### config.mk
export PLATFORM = sky130hd
export DESIGN_NAME = mem_arbiter_flat
export DESIGN_NICKNAME = d
export VERILOG_FILES = /design/src/rtl/mem_arbiter_if.sv /design/src/rtl/mem_arbiter.sv /design/src/flat_wrapper.sv
export SDC_FILE = /design/constraint.sdc
export NUM_CORES = 1
export LEC_CHECK = 0
export ABC_CLOCK_PERIOD_IN_PS = 7900
export CORE_AREA = 5 5 119 121
export DETAILED_ROUTE_END_ITERATION = 7
export DIE_AREA = 0 0 124 126
export SLEW_MARGIN = 20
export SYNTH_ARGS = -nofsm -noshare
export SYNTH_HDL_FRONTEND = slang
export SYNTH_SLANG_ARGS = --single-unit
### constraint.sdc
create_clock -name clk -period 7.9 [get_ports clk]
set_input_delay 1.58 -clock clk [delete_from_list [all_inputs] [get_ports clk]]
set_output_delay 1.58 -clock clk [all_outputs]
set_load 0.005 [all_outputs]
### src/rtl/mem_arbiter_if.sv
// Request/grant/read-return bundle between one bus master and the memory arbiter.
// The master drives the command; the arbiter returns grant, read-valid and read data.
interface mem_arbiter_if #(
    parameter int unsigned AW = 32,
    parameter int unsigned DW = 32
);
    localparam int unsigned MW = DW / 8;

    logic          req;
    logic          we;
    logic [AW-1:0] addr;
    logic [DW-1:0] wdata;
    logic [MW-1:0] wmask;
    logic          gnt;
    logic          rvalid;
    logic [DW-1:0] rdata;

    modport master (
        output req, we, addr, wdata, wmask,
        input  gnt, rvalid, rdata
    );

    modport slave (
        input  req, we, addr, wdata, wmask,
        output gnt, rvalid, rdata
    );
endinterface

### src/rtl/mem_arbiter.sv
// Two-master arbiter for the single CPU-side port of mem: bounded-burst rotation,
// zero-latency combinational grant, and one-cycle-late read data steering.
module mem_arbiter #(
    parameter int unsigned MAX_BURST = 4,
    parameter int unsigned AW        = 32,
    parameter int unsigned DW        = 32
) (
    input  logic              clk,
    input  logic              reset,
    mem_arbiter_if.slave      m0,
    mem_arbiter_if.slave      m1,
    output logic [AW-1:0]     mem_addr,
    output logic              mem_we,
    output logic [DW-1:0]     mem_wdata,
    output logic [DW/8-1:0]   mem_wmask,
    input  logic [DW-1:0]     mem_rdata
);
    localparam int unsigned  CW      = 8;
    localparam logic [CW-1:0] MAX_CNT = CW'(MAX_BURST);

    typedef enum logic [1:0] {
        IDLE = 2'd0,
        OWN0 = 2'd1,
        OWN1 = 2'd2
    } owner_e;

    owner_e        owner_q;
    logic          last_q;
    logic [CW-1:0] cnt_q;
    logic [1:0]    rd_pend_q;

    logic          gnt0_c;
    logic          gnt1_c;
    logic          below_max_c;
    logic [CW-1:0] cnt_inc_c;

    assign below_max_c = (cnt_q < MAX_CNT);
    assign cnt_inc_c   = below_max_c ? (cnt_q + CW'(1)) : cnt_q;

    // Grant: owner keeps the port until its burst is spent and the other master waits.
    always_comb begin
        gnt0_c = 1'b0;
        gnt1_c = 1'b0;
        if (reset) begin
            case (owner_q)
                OWN0: begin
                    if (m0.req && (!m1.req || below_max_c)) begin
                        gnt0_c = 1'b1;
                    end else if (m1.req) begin
                        gnt1_c = 1'b1;
                    end
                end
                OWN1: begin
                    if (m1.req && (!m0.req || below_max_c)) begin
                        gnt1_c = 1'b1;
                    end else if (m0.req) begin
                        gnt0_c = 1'b1;
                    end
                end
                default: begin
                    gnt0_c = m0.req && (!m1.req || last_q);
                    gnt1_c = m1.req && !gnt0_c;
                end
            endcase
        end
    end

    // Ownership, burst count and pending-read tracking.
    always_ff @(posedge clk) begin
        if (!reset) begin
            owner_q   <= IDLE;
            last_q    <= 1'b1;
            cnt_q     <= '0;
            rd_pend_q <= '0;
        end else begin
            rd_pend_q <= {gnt1_c & ~m1.we, gnt0_c & ~m0.we};
            if (gnt0_c) begin
                owner_q <= OWN0;
                last_q  <= 1'b0;
                cnt_q   <= (owner_q == OWN0) ? cnt_inc_c : CW'(1);
            end else if (gnt1_c) begin
                owner_q <= OWN1;
                last_q  <= 1'b1;
                cnt_q   <= (owner_q == OWN1) ? cnt_inc_c : CW'(1);
            end else begin
                owner_q <= IDLE;
                cnt_q   <= '0;
            end
        end
    end

    // Command mux defaults to master 0; the write strobe is gated by the grant.
    assign mem_addr  = gnt1_c ? m1.addr  : m0.addr;
    assign mem_wdata = gnt1_c ? m1.wdata : m0.wdata;
    assign mem_wmask = gnt1_c ? m1.wmask : m0.wmask;
    assign mem_we    = (gnt0_c & m0.we) | (gnt1_c & m1.we);

    assign m0.gnt    = gnt0_c;
    assign m1.gnt    = gnt1_c;
    assign m0.rvalid = rd_pend_q[0];
    assign m1.rvalid = rd_pend_q[1];
    assign m0.rdata  = mem_rdata;
    assign m1.rdata  = mem_rdata;
endmodule

### src/flat_wrapper.sv
// flat-port wrapper written by rule: the top's interface ports become plain ports
module mem_arbiter_flat 
#(
    parameter int unsigned MAX_BURST = 4,
    parameter int unsigned AW        = 32,
    parameter int unsigned DW        = 32
)
  (clk, reset, mem_addr, mem_we, mem_wdata, mem_wmask, mem_rdata, m0_req, m0_we, m0_addr, m0_wdata, m0_wmask, m0_gnt, m0_rvalid, m0_rdata, m1_req, m1_we, m1_addr, m1_wdata, m1_wmask, m1_gnt, m1_rvalid, m1_rdata);
  mem_arbiter_if #(.AW(AW), .DW(DW)) m0_i ();
  mem_arbiter_if #(.AW(AW), .DW(DW)) m1_i ();
  input  logic clk;
  input  logic reset;
  output logic [AW-1:0] mem_addr;
  output logic mem_we;
  output logic [DW-1:0] mem_wdata;
  output logic [DW/8-1:0] mem_wmask;
  input  logic [DW-1:0] mem_rdata;
  input wire logic [$bits(m0_i.req)-1:0] m0_req;
  input wire logic [$bits(m0_i.we)-1:0] m0_we;
  input wire logic [$bits(m0_i.addr)-1:0] m0_addr;
  input wire logic [$bits(m0_i.wdata)-1:0] m0_wdata;
  input wire logic [$bits(m0_i.wmask)-1:0] m0_wmask;
  output wire logic [$bits(m0_i.gnt)-1:0] m0_gnt;
  output wire logic [$bits(m0_i.rvalid)-1:0] m0_rvalid;
  output wire logic [$bits(m0_i.rdata)-1:0] m0_rdata;
  input wire logic [$bits(m1_i.req)-1:0] m1_req;
  input wire logic [$bits(m1_i.we)-1:0] m1_we;
  input wire logic [$bits(m1_i.addr)-1:0] m1_addr;
  input wire logic [$bits(m1_i.wdata)-1:0] m1_wdata;
  input wire logic [$bits(m1_i.wmask)-1:0] m1_wmask;
  output wire logic [$bits(m1_i.gnt)-1:0] m1_gnt;
  output wire logic [$bits(m1_i.rvalid)-1:0] m1_rvalid;
  output wire logic [$bits(m1_i.rdata)-1:0] m1_rdata;
  assign m0_i.req = m0_req;
  assign m0_i.we = m0_we;
  assign m0_i.addr = m0_addr;
  assign m0_i.wdata = m0_wdata;
  assign m0_i.wmask = m0_wmask;
  assign m0_gnt = m0_i.gnt;
  assign m0_rvalid = m0_i.rvalid;
  assign m0_rdata = m0_i.rdata;
  assign m1_i.req = m1_req;
  assign m1_i.we = m1_we;
  assign m1_i.addr = m1_addr;
  assign m1_i.wdata = m1_wdata;
  assign m1_i.wmask = m1_wmask;
  assign m1_gnt = m1_i.gnt;
  assign m1_rvalid = m1_i.rvalid;
  assign m1_rdata = m1_i.rdata;
  mem_arbiter #(.MAX_BURST(MAX_BURST), .AW(AW), .DW(DW)) u_core (.clk(clk), .reset(reset), .m0(m0_i), .m1(m1_i), .mem_addr(mem_addr), .mem_we(mem_we), .mem_wdata(mem_wdata), .mem_wmask(mem_wmask), .mem_rdata(mem_rdata));
endmodule
# Word-level counts from Yosys, hierarchy flattened
# Cells that the tools add are included.
# op_classes
n_reduce_logical	12
n_bitwise	8
order_cmp	1
muxes	22
eq_ne	2
add_sub_neg	1
# op_table
op	count
two-way mux 32 bit	2
two-way mux 8 bit	5
two-way mux 1 bit	11
adder 8 x 1 -> 8 bit, second input constant	1
less-than comparator 8 x 3 -> 1 bit, second input constant	1
AND 1 bit	4
logical AND 1 bit	4
two-way mux 4 bit	1
one-hot mux 1 bit (2 select lines)	2
logical NOT 1 bit	3
logical OR 1 bit	3
inverter 1 bit	3
== test 2 x 1 -> 1 bit, second input constant	1
== test 2 bit, second input constant	1
two-way mux 2 bit	1
nonzero test 2 bit	1
OR reduction 2 bit	1
bitwise OR 1 bit	1
# totals
elab_cells	51
output_inout_bits	137
reg_bits	13
inputBits	174

# Longest topological paths before layout
# Gate-level depths: netlist (run 1).
# logic_depth
ltp_word	9
depth_mapped	9

# Least setup slack after synthesis (run 1)
# Ideal clock, no wire load.
# synth_timing
path_kind	input-to-output
from	in m0_req
to	out mem_addr[25]
n_path_buf	3
arrival_time_ns	2.921
cell_stages	7
t_required_ns	6.320
path_slack_ns	3.399
cell_sequence	clkbuf_1 > and2_1 > a31oi_1 > and2_4 > buf_12 > buf_8 > mux2_4
# synth_between
elab_chain_cells	7
word_cells_on_any_way	12
cone_classes	mux (5); reduce/logical (7)
# synth_rtl
element	line	source
from (decl)	flat_wrapper.sv:18	input wire logic [$bits(m0_i.req)-1:0] m0_req;
logical NOT 1 bit	mem_arbiter.sv:54	if (m1.req && (!m0.req || below_max_c)) begin
logical OR 1 bit	mem_arbiter.sv:54	
logical AND 1 bit	mem_arbiter.sv:54	
two-way mux 1 bit	mem_arbiter.sv:54	
one-hot mux 1 bit (2 select lines) (*)	mem_arbiter.sv:45	case (owner_q)
two-way mux 1 bit (*)	mem_arbiter.sv:44	if (reset) begin
net m1_gnt	flat_wrapper.sv:31	output wire logic [$bits(m1_i.gnt)-1:0] m1_gnt;
two-way mux 32 bit (*)	mem_arbiter.sv:93	assign mem_addr = gnt1_c ? m1.addr : m0.addr;
to (decl)	flat_wrapper.sv:13	output logic [AW-1:0] mem_addr;
# Mark *: on every way through the listed nets, which the timed path passes. The rest lies on a longest branch.

# Worst setup path in the final report (run 1)
# layout_timing
from	in m1_req
to	out mem_wdata[1]
# layout_between
elab_chain_cells	8
word_cells_on_any_way	14
cone_classes	mux (6); reduce/logical (8)
# layout_rtl
element	line	source
from (decl)	flat_wrapper.sv:26	input wire logic [$bits(m1_i.req)-1:0] m1_req;
logical NOT 1 bit	mem_arbiter.sv:47, mem_arbiter.sv:61	
logical OR 1 bit	mem_arbiter.sv:61	gnt0_c = m0.req && (!m1.req || last_q);
logical AND 1 bit	mem_arbiter.sv:61	
logical NOT 1 bit	mem_arbiter.sv:62	gnt1_c = m1.req && !gnt0_c;
logical AND 1 bit	mem_arbiter.sv:62	
one-hot mux 1 bit (2 select lines) (*)	mem_arbiter.sv:45	
two-way mux 1 bit (*)	mem_arbiter.sv:44	
two-way mux 32 bit (*)	mem_arbiter.sv:94	assign mem_wdata = gnt1_c ? m1.wdata : m0.wdata;
to (decl)	flat_wrapper.sv:15	output logic [DW-1:0] mem_wdata;
# Mark *: on every way between the ends. The rest lies on a longest branch, timed or not.

==> results of run 1 <==
==> area by class of cell <==
type                    instances  area [µm²]  area share, %
repair buffers                215        2162          51.94
well taps                     176       220.2          5.290
flip-flops and latches         13       260.3          6.252
inverters                       3       11.26         0.2705
multi-input cells             132        1430          34.36
clock buffers                   4       78.83          1.894
==> synthesized netlist by cell type (all sizes together) <==
cell type	count	area, µm²
or3	1	6.260
nand2b	1	6.260
a211oi	1	7.510
a31oi	3	18.77
mux2i	1	10.01
or2	2	12.51
clkbuf	1	3.750
and2	4	27.53
o211ai	1	7.510
o2111ai	1	8.760
dfxtp	13	260.3
a21oi	3	15.01
mux2	68	1013
o21ai	5	25.02
o22ai	1	6.260
a21bo	1	10.01
nand3b	1	7.510
and3	2	12.51
inv	3	11.26
nor2	5	21.27
nor2b	8	50.05
a22o	1	8.760
nor4	2	12.51
or4	1	11.26
nor3b	1	7.510
nand3	6	30.03
o2111a	1	11.26
ha	3	37.54
a32oi	2	17.52
buf	72	635.6
nand2	5	18.77
a41oi	1	8.760
==> flip-flops by register name, indices dropped and copies added (netlist names) <==
signal            count
u_core.last_q         1
u_core.cnt_q          8
u_core.rd_pend_q      2
u_core.owner_q        2
==> logic make-up after synthesis <==
kind of cell / synth area share, %
simple gates: 9.568
mux: 43.72
buf+inv: 27.79
compound gates: 6.200
flops: 11.12
fa+ha+maj: 1.604
==> worst max-delay path: stages <==
cell             delay, ns
clkdlybuf4s50_1       0.56
nand3b_1              0.14
and2_1                0.23
a31oi_1               0.32
and2_4                0.66
buf_12                0.34
mux2_4                0.33
clkdlybuf4s50_1       0.47
==> power groups by stage <==
| stage | registers (mW) | clock network (mW) | logic, mW |
|---|---|---|---|
| 2_1_floorplan | 0.0722 | 0 | 0.127 |
| 3_3_place_gp | 0.0729 | 0 | 0.235 |
| 3_5_place_dp | 0.0730 | 0 | 0.236 |
| 4_1_cts | 0.0718 | 0.0973 | 0.238 |
| 5_1_grt | 0.0723 | 0.101 | 0.250 |
| 6_report | 0.0718 | 0.0969 | 0.236 |
==> per-layer routing <==
layer	global-route usage, %	part of all wire [%]	routed length [µm]	vias to the layer above
met3	6.637	19	1717	10
met2	16.16	43	3957	178
met4	1.160	0.43	39	2
met5	0	0.14	13	-
li1	-	-	-	1007
met1	12.30	38	3446	951
==> worst min-delay path by stage <==
stage	start	endpoint	slack (ns)	depth (start not counted)
6_report	u_core.cnt_q[7]	u_core.cnt_q[7]	0.47	2
5_1_grt	u_core.cnt_q[3]	u_core.cnt_q[3]	0.50	1
4_1_cts	u_core.cnt_q[7]	u_core.cnt_q[7]	0.47	2
3_5_place_dp	u_core.cnt_q[7]	u_core.cnt_q[7]	0.45	2
3_3_place_gp	u_core.cnt_q[7]	u_core.cnt_q[7]	0.45	2
2_1_floorplan	u_core.cnt_q[7]	u_core.cnt_q[7]	0.43	2
==> through the flow <==
| stage | hold slack (ns) | std cells | area, µm² |
|---|---|---|---|
| floorplan | 0.4254 | 221 | 2341 |
| global placement | 0.4458 | 539 | 4084 |
| detailed placement | 0.4510 | 539 | 4084 |
| CTS | 0.4686 | 543 | 4163 |
| global route | 0.4995 | 543 | 4163 |
| finish | 0.4675 | 543 | 4163 |
==> reports/results.ini, run 1 <==
[floorplan]
dieWidth_um=124
start_util_pct=18.04
dieArea_um2=15620
ioPinCount=311
core-area_um2=12980
die_h_um=126
num_rows=42

[worst_setup_path]
path_max_fanout=38
crit-reg2reg-capture=u_core.rd_pend_q[1]
critPathLaunch=m1_req
crit_end=mem_wdata[1]
reg2reg_slack_ns=5.16
cp-end-kind=output port
required_ns=6.32
timing.rr.start=u_core.owner_q[0]
reg2reg_depth=8
critPathLaunchType=input pin
worstSetupPathType=input pin to output port
cp.arrival_ns=4.67

[pwr]
netSwitchingPower_mw=0.09760
p_leak_nw=1.599
p_clk_share_pct=24.0
power.total_mw=0.4043
peakVddDrop_v=0.00008366
p_sw_share_pct=24.14
combPwrFrac_pct=58.3
power.share.sequential_pct=17.8
p_int_mw=0.3067
powerDensity_nw_per_um2=97.12

[cts]
clk_path_buf_depth=2
cts_resized=0
clk_pin_slew_worst_paths_ns=0.05
cts_tree=done
htreeDepth=1
worstSkewPairLatency_ns=0.24
cts_buffers=3
cts_root_buf=clkbuf_16
clkSinkCount=13
hold_buffers=0
post_cts_buffers=0

[routing]
wl_um=9174
routedWlPerCell_um=16.90
viasPerCell=3.956
first_iter_violations=70
vias=2148
first_pass_iters=4
drc=0
antenna_left=0

[global_route]
grt_pass1_wl_um=12810
grt_pass1_vias=2127
grt_use_total_pct=10.33
antenna_found_initial=1
grt_overflow=0
grt_max_degree=39

[final_layout]
diodes=0
fin_util_pct=32.07
layout-drive-gt1-share_pct=20.71
fillers=1344
nets=545
area_growth_pct=77.82
layout_common_cells=214 x clkdlybuf4s50_1, 66 x mux2_4, 13 x dfxtp_1, 8 x nor2b_1, 6 x nand3_1
final_common_cell=clkdlybuf4s50_1

[timing]
slew_violations=0
rsz0062_at_grt=false
skew_ns=0.003164
finalCritPeriodShare_pct=79.17
postLayoutSetupSlackWorst_ns=1.645
max_freq_ghz=0.1599
finalSetupViolCount=0
maxSlewHeadroom_pct=52.52
hold_viol=0
tightest_slew_ns=0.7122
finalSetupTns_ns=0
min_period_ns=6.255

[placed_design]
io_buffers=214
post-place-ws_ns=1.653
place_congestion=0.8715
hpwlAfterDp_um=7815

[yosys]
avgSynthCellArea_um2=10.59
ys_seq_elements=13
syn_area_um2=2341
synth_cell_type_count=38
synth_seq_area_share_pct=11.12
synthCells=221
syn-num-nets=398
yosys_warnings=0

[outcome]
outcome=finished clean

[hold_path]
hold_path_class=register to register

[flow_run]
maxCapViolations=0

No activity file was read; power rests on OpenSTA's default activity.
==> inputs of run 2 (changes only) <==
--- a/config.mk
+++ b/config.mk
@@ -5,10 +5,11 @@
 export SDC_FILE = /design/constraint.sdc
 export NUM_CORES = 1
 export LEC_CHECK = 0
-export ABC_CLOCK_PERIOD_IN_PS = 7900
-export CORE_AREA = 5 5 119 121
+export ABC_CLOCK_PERIOD_IN_PS = 5030
+export CORE_AREA = 5 5 117 119
 export DETAILED_ROUTE_END_ITERATION = 7
-export DIE_AREA = 0 0 124 126
+export DIE_AREA = 0 0 122 124
+export PLACE_DENSITY = 0.66
 export SLEW_MARGIN = 20
 export SYNTH_ARGS = -nofsm -noshare
 export SYNTH_HDL_FRONTEND = slang
==> constraint.sdc (replaced) <==
create_clock -name clk -period 5.03 [get_ports clk]
set_input_delay 1.006 -clock clk [delete_from_list [all_inputs] [get_ports clk]]
set_output_delay 1.006 -clock clk [all_outputs]
set_load 0.005 [all_outputs]
==> run 2 against run 1 <==
  * Sequential share of layout area barely moved
  * Hold slack got worse by 0.0078 ns
  * Sequential power is 57% higher
  * Critical path depth did not move
  * Core utilization up 1.4 points
  * Clock power rose by 54%
  * Cell count fell by 0.37%
  * Die area decreased by 3.2%
  * Worst setup slack worse by 1.3 ns
  * First-iteration DRC count up 16%
  * Critical path type unchanged
  * Critical endpoint is now mem_wdata[19]
  * Largest cell class unchanged
==> reports/results.ini, run 2 (synthesis gave the netlist of run 1 again) <==
[timing]
maxSlewHeadroom_pct=55.59  ; +3.1 points
rsz0062_at_grt=false
min_period_ns=4.711
skew_ns=0.004559  ; +0.001395 ns
max_freq_ghz=0.2123
finalSetupViolCount=0  ; unchanged
postLayoutSetupSlackWorst_ns=0.3186  ; -1.327 ns
tightest_slew_ns=0.6601  ; -0.05207 ns
finalCritPeriodShare_pct=93.67
slew_violations=0  ; unchanged
finalSetupTns_ns=0  ; unchanged
hold_viol=0  ; unchanged

[floorplan]
dieWidth_um=122  ; -1.6%
ioPinCount=311  ; unchanged
dieArea_um2=15130  ; -3.2%
core-area_um2=12470  ; -4.0%
start_util_pct=18.78  ; +0.74 points
num_rows=41  ; -2.4%
die_h_um=124  ; -1.6%

[cts]
cts_root_buf=clkbuf_16
clkSinkCount=13  ; unchanged
htreeDepth=1  ; unchanged
clk_path_buf_depth=2  ; unchanged
cts_resized=0  ; unchanged
cts_buffers=3  ; unchanged
worstSkewPairLatency_ns=0.24  ; about the same
clk_pin_slew_worst_paths_ns=0.05  ; about the same
cts_tree=done
post_cts_buffers=0  ; unchanged
hold_buffers=0  ; unchanged

[final_layout]
layout-drive-gt1-share_pct=21.14  ; +0.43 points
fillers=1277  ; -5.0%
reg_top3=u_core.cnt_q x8, u_core.owner_q x2, u_core.rd_pend_q x2
layout.cells.non_filler=541  ; -0.37%
largest_register=u_core.cnt_q
area_growth_pct=78.25
largest_reg_flops=8  ; unchanged
finish.instance_area_um2=4173  ; +0.24%
layout_common_cells=214 x clkdlybuf4s50_1, 66 x mux2_4, 13 x dfxtp_1, 8 x nor2b_1, 6 x nand3_1
nets=547  ; +0.37%
final_common_cell=clkdlybuf4s50_1
diodes=0  ; unchanged

[routing]
wl_um=10520  ; +15%
first_pass_iters=4  ; unchanged
vias=2208  ; +2.8%
viasPerCell=4.081  ; +3.2%
drc=0  ; unchanged
first_iter_violations=81  ; +16%
antenna_left=0  ; unchanged
routedWlPerCell_um=19.45  ; +15%

[placed_design]
dpl_cell_area_um2=4094  ; +0.25%
io_buffers=214  ; unchanged
hpwlAfterDp_um=8827  ; +13%
place_congestion=0.8029  ; -7.9%
dpl.cell_count=537  ; -0.37%
post-place-ws_ns=0.3489  ; -1.304 ns

[worst_setup_path]
cp.arrival_ns=3.71  ; -0.96 ns
critPathLaunchType=input pin
worstSetupPathType=input pin to output port
cp-end-kind=output port
critPathLaunch=m1_req
crit_end=mem_wdata[19]
crit-reg2reg-capture=u_core.rd_pend_q[1]
timing.rr.start=u_core.owner_q[0]
reg2reg_slack_ns=2.75  ; -2.41 ns
required_ns=4.02  ; -2.30 ns
reg2reg_depth=8  ; unchanged
path_max_fanout=20  ; -47%

[outcome]
outcome=finished clean

[hold_path]
hold_path_class=register to register

[global_route]
grt_pass1_wl_um=13900  ; +8.6%
grt_max_degree=44  ; +13%
grt_overflow=0  ; unchanged
antenna_found_initial=0  ; -1
grt_pass1_vias=2324  ; +9.3%
grt_use_total_pct=11.88  ; +1.5 points

[pwr]
peakVddDrop_v=0.0001628  ; +95%
p_leak_nw=1.609  ; +0.67%
powerDensity_nw_per_um2=154.5  ; +59%

[flow_run]
maxCapViolations=0  ; unchanged

[run 2: cell types whose count changed in the layout (fill, tap and decap cells not counted), sizes merged]
cell  previous run  this run
buf              1         3
[run 2: report_power, final]
part,leakage [nW],internal (mW),switching (mW)
logic,1.47,0.268,0.115
registers,0.106,0.108,0.00466
clock network,0.0382,0.107,0.0422
total,1.61,0.483,0.162
[run 2: routing by layer]
layer,GRT usage [%],vias to the layer above,share of wire (%)
li1,-,1010,-
met4,1.120,0,0.43
met5,0,-,0
met3,6.312,4,15
met1,14.40,1013,38
met2,19.41,181,46
[run 2: how the worst min path moves through the flow]
stage | cells past startpoint | slack [ns] | from | end
2_1_floorplan | 2 | 0.43 | u_core.cnt_q[7] | u_core.cnt_q[7]
5_1_grt | 2 | 0.47 | u_core.cnt_q[7] | u_core.cnt_q[7]
3_5_place_dp | 2 | 0.45 | u_core.cnt_q[7] | u_core.cnt_q[7]
4_1_cts | 2 | 0.46 | u_core.cnt_q[7] | u_core.cnt_q[7]
3_3_place_gp | 2 | 0.45 | u_core.cnt_q[7] | u_core.cnt_q[7]
6_report | 2 | 0.46 | u_core.cnt_q[7] | u_core.cnt_q[7]
[run 2: worst max-delay path, cell delays in order]
cell	delay (ns)
clkdlybuf4s50_1	0.55
nand3b_1	0.14
and2_1	0.24
a31oi_1	0.34
and2_4	0.23
buf_4	0.34
mux2_4	0.37
clkdlybuf4s50_1	0.47
[run 2: per-stage QoR]
| stage | total power, mW | hold WS (ns) | util, % |
|---|---|---|---|
| final | 0.6448 | 0.4598 | 33.47 |
| after global routing | 0.6754 | 0.4742 | 33.47 |
| after CTS | 0.6513 | 0.4597 | 33.47 |
| after detailed placement | 0.4968 | 0.4545 | 32.84 |
| after global placement | 0.4953 | 0.4533 | 32.84 |
| after floorplan | 0.3123 | 0.4254 | - |
[run 2: cell type report]
cell class                 instances  area, µm²  area share, %
sequential                        13      260.3          6.237
clock buffer                       4      78.83          1.889
inverter                           3      11.26         0.2699
tap                              172      215.2          5.157
timing repair buffer             217       2177          52.17
multi-input combinational        132       1430          34.27
==> inputs of run 3 (changes only) <==
--- a/config.mk
+++ b/config.mk
@@ -6,10 +6,9 @@
 export NUM_CORES = 1
 export LEC_CHECK = 0
 export ABC_CLOCK_PERIOD_IN_PS = 5030
-export CORE_AREA = 5 5 117 119
+export CORE_AREA = 3 3 118 120
 export DETAILED_ROUTE_END_ITERATION = 7
-export DIE_AREA = 0 0 122 124
-export PLACE_DENSITY = 0.66
+export DIE_AREA = 0 0 121 123
 export SLEW_MARGIN = 20
 export SYNTH_ARGS = -nofsm -noshare
 export SYNTH_HDL_FRONTEND = slang
==> run 3 against run 2 <==
  * Hold slack about the same
  * Routed wire length decreased by 12%
  * Worst setup slack improved by 0.13 ns
  * Die area decreased by 1.6%
  * Count of clock-buffer cells in the layout unchanged
  * Fmax increased by 2.8%
  * Sequential power about the same
  * Sequential share of layout area about the same
  * Clock skew increased by 0.0011 ns
  * Critical endpoint is now mem_wdata[31]
  * Highest routed layer is now met5
==> reports/results.ini, run 3 (synthesis gave the netlist of run 1 again) <==
[timing]
holdWs_ns=0.4601  ; +0.0003020 ns
tightest_slew_ns=0.5835  ; -0.07667 ns
min_period_ns=4.582  ; -0.1298 ns
finalSetupViolCount=0  ; unchanged
finalCritPeriodShare_pct=91.08  ; -2.6 points
hold_viol=0  ; unchanged
rsz0062_at_grt=false
skew_ns=0.005645  ; +0.001086 ns
slew_violations=0  ; unchanged
maxSlewHeadroom_pct=60.74  ; +5.2 points
finalSetupTns_ns=0  ; unchanged
max_freq_ghz=0.2183  ; +2.8%

[final_layout]
layout-drive-gt1-share_pct=20.92  ; -0.21 points
finish.instance_area_um2=4183  ; +0.24%
reg_top3=u_core.cnt_q x8, u_core.owner_q x2, u_core.rd_pend_q x2
largest_register=u_core.cnt_q
layout_common_cells=214 x clkdlybuf4s50_1, 66 x mux2_4, 13 x dfxtp_1, 8 x nor2b_1, 6 x nand3_1
largest_reg_flops=8  ; unchanged
fillers=1305  ; +2.2%
nets=546  ; -0.18%
final_common_cell=clkdlybuf4s50_1
diodes=0  ; unchanged
area_growth_pct=78.67

[routing]
first_pass_iters=4  ; unchanged
viasPerCell=3.930  ; -3.7%
antenna_left=0  ; unchanged
drc=0  ; unchanged
first_iter_violations=85  ; +4.9%
vias=2138  ; -3.2%
wl_um=9279  ; -12%
routedWlPerCell_um=17.06  ; -12%

[floorplan]
start_util_pct=17.89  ; -0.89 points
dieArea_um2=14880  ; -1.6%
dieWidth_um=121  ; -0.82%
core-area_um2=13090  ; +5.0%
num_rows=42  ; +2.4%
ioPinCount=311  ; unchanged
die_h_um=123  ; -0.81%

[outcome]
outcome=finished clean

[global_route]
grt_pass1_vias=2198  ; -5.4%
grt_use_total_pct=10.96  ; -0.92 points
antenna_found_initial=1  ; +1
met2_usage_pct=18.65  ; -0.75 points
grt_max_degree=41  ; -6.8%
grt_pass1_wl_um=12830  ; -7.7%
grt_overflow=0  ; unchanged
busiest_layer=met2
met3_usage_pct=5.627  ; -0.69 points
globalRouteMet1Util_pct=12.72  ; -1.7 points

[worst_setup_path]
critPathSlowestCell=clkdlybuf4s50_1
required_ns=4.02  ; about the same
crit_top_cell=clkdlybuf4s50_1
slowest_delay_ns=0.56  ; about the same
path_max_fanout=40  ; +100%
cp_top_family=buffers and inverters
worstSetupPathType=input pin to output port
critPathLaunchType=input pin
cp-end-kind=output port
worst-path-buf-inv=3  ; unchanged
cp.arrival_ns=3.58  ; -0.13 ns
crit_chain=clkdlybuf4s50_1, nand3b_1, and2_1, a31oi_1, and2_4, buf_12, mux2_1, clkdlybuf4s50_1

[pwr]
power.total_mw=0.6397  ; -0.79%
powerDensity_nw_per_um2=152.9  ; -1.0%
peakVddDrop_v=0.00009219  ; -43%
p_leak_nw=1.607  ; -0.15%

[cts]
worstSkewPairLatency_ns=0.24  ; about the same
cts_resized=0  ; unchanged
cts_root_buf=clkbuf_16
cts_tree=done
hold_buffers=0  ; unchanged
clkSinkCount=13  ; unchanged
cts_buffers=3  ; unchanged
post_cts_buffers=0  ; unchanged
clk_pin_slew_worst_paths_ns=0.05  ; about the same
clk_path_buf_depth=2  ; unchanged
htreeDepth=1  ; unchanged

[placed_design]
place_congestion=0.8757  ; +9.1%
io_buffers=214  ; unchanged
hpwlAfterDp_um=7941  ; -10%
dpl_cell_area_um2=4104  ; +0.24%

[hold_path]
hold_path_class=register to register

[flow_run]
maxCapViolations=0  ; unchanged

run 3: cell types whose count changed in the layout (fill, tap and decap cells not counted), sizes merged:
cell  before  now
buf        3    2
run 3: area by class of cell:
class                      instances  area [µm²]  share of cell area, %
clock buffer                       4       78.83                  1.885
inverter                           3       11.26                 0.2692
multi-input combinational        132        1430                  34.19
sequential                        13       260.3                  6.222
tap                              176       220.2                  5.265
timing repair buffer             216        2182                  52.17
run 3: path summary, 6_finish.rpt:
check | from | endpoint | slack (ns) | cells past startpoint
max | m1_req | mem_wdata[31] | 0.45 | 8
min reg2reg | u_core.cnt_q[7] | u_core.cnt_q[7] | 0.46 | 2
max reg2reg | u_core.owner_q[0] | u_core.owner_q[1] | 2.85 | 8
min | u_core.cnt_q[7] | u_core.cnt_q[7] | 0.46 | 2
run 3: worst min-delay path, delay by kind of cell, from the launching register on:
family,cells,cell delay (ns)
compound gates,1,0.03
flops,1,0.32
simple gates,1,0.06
run 3: where the power goes:
group	internal [mW]	leakage, nW	switching [mW]
sequential	0.108	0.106	0.00454
combinational	0.268	1.46	0.109
clock	0.107	0.0382	0.0428
total	0.484	1.61	0.156
run 3: per-layer routing:
metal | part of all wire [%] | up-vias
met5 | 0.14 | -
met2 | 48 | 150
met1 | 39 | 968
met4 | 0.33 | 2
li1 | - | 1007
met3 | 13 | 11
run 3: metrics by stage:
step | instances | setup WS [ns] | utilization [%]
floorplan | 221 | 1.677 | -
global placement | 540 | 0.5645 | 31.36
detailed placement | 540 | 0.4721 | 31.36
CTS | 544 | 0.4543 | 31.97
global route | 544 | 0.3158 | 31.97
finish | 544 | 0.4484 | 31.97
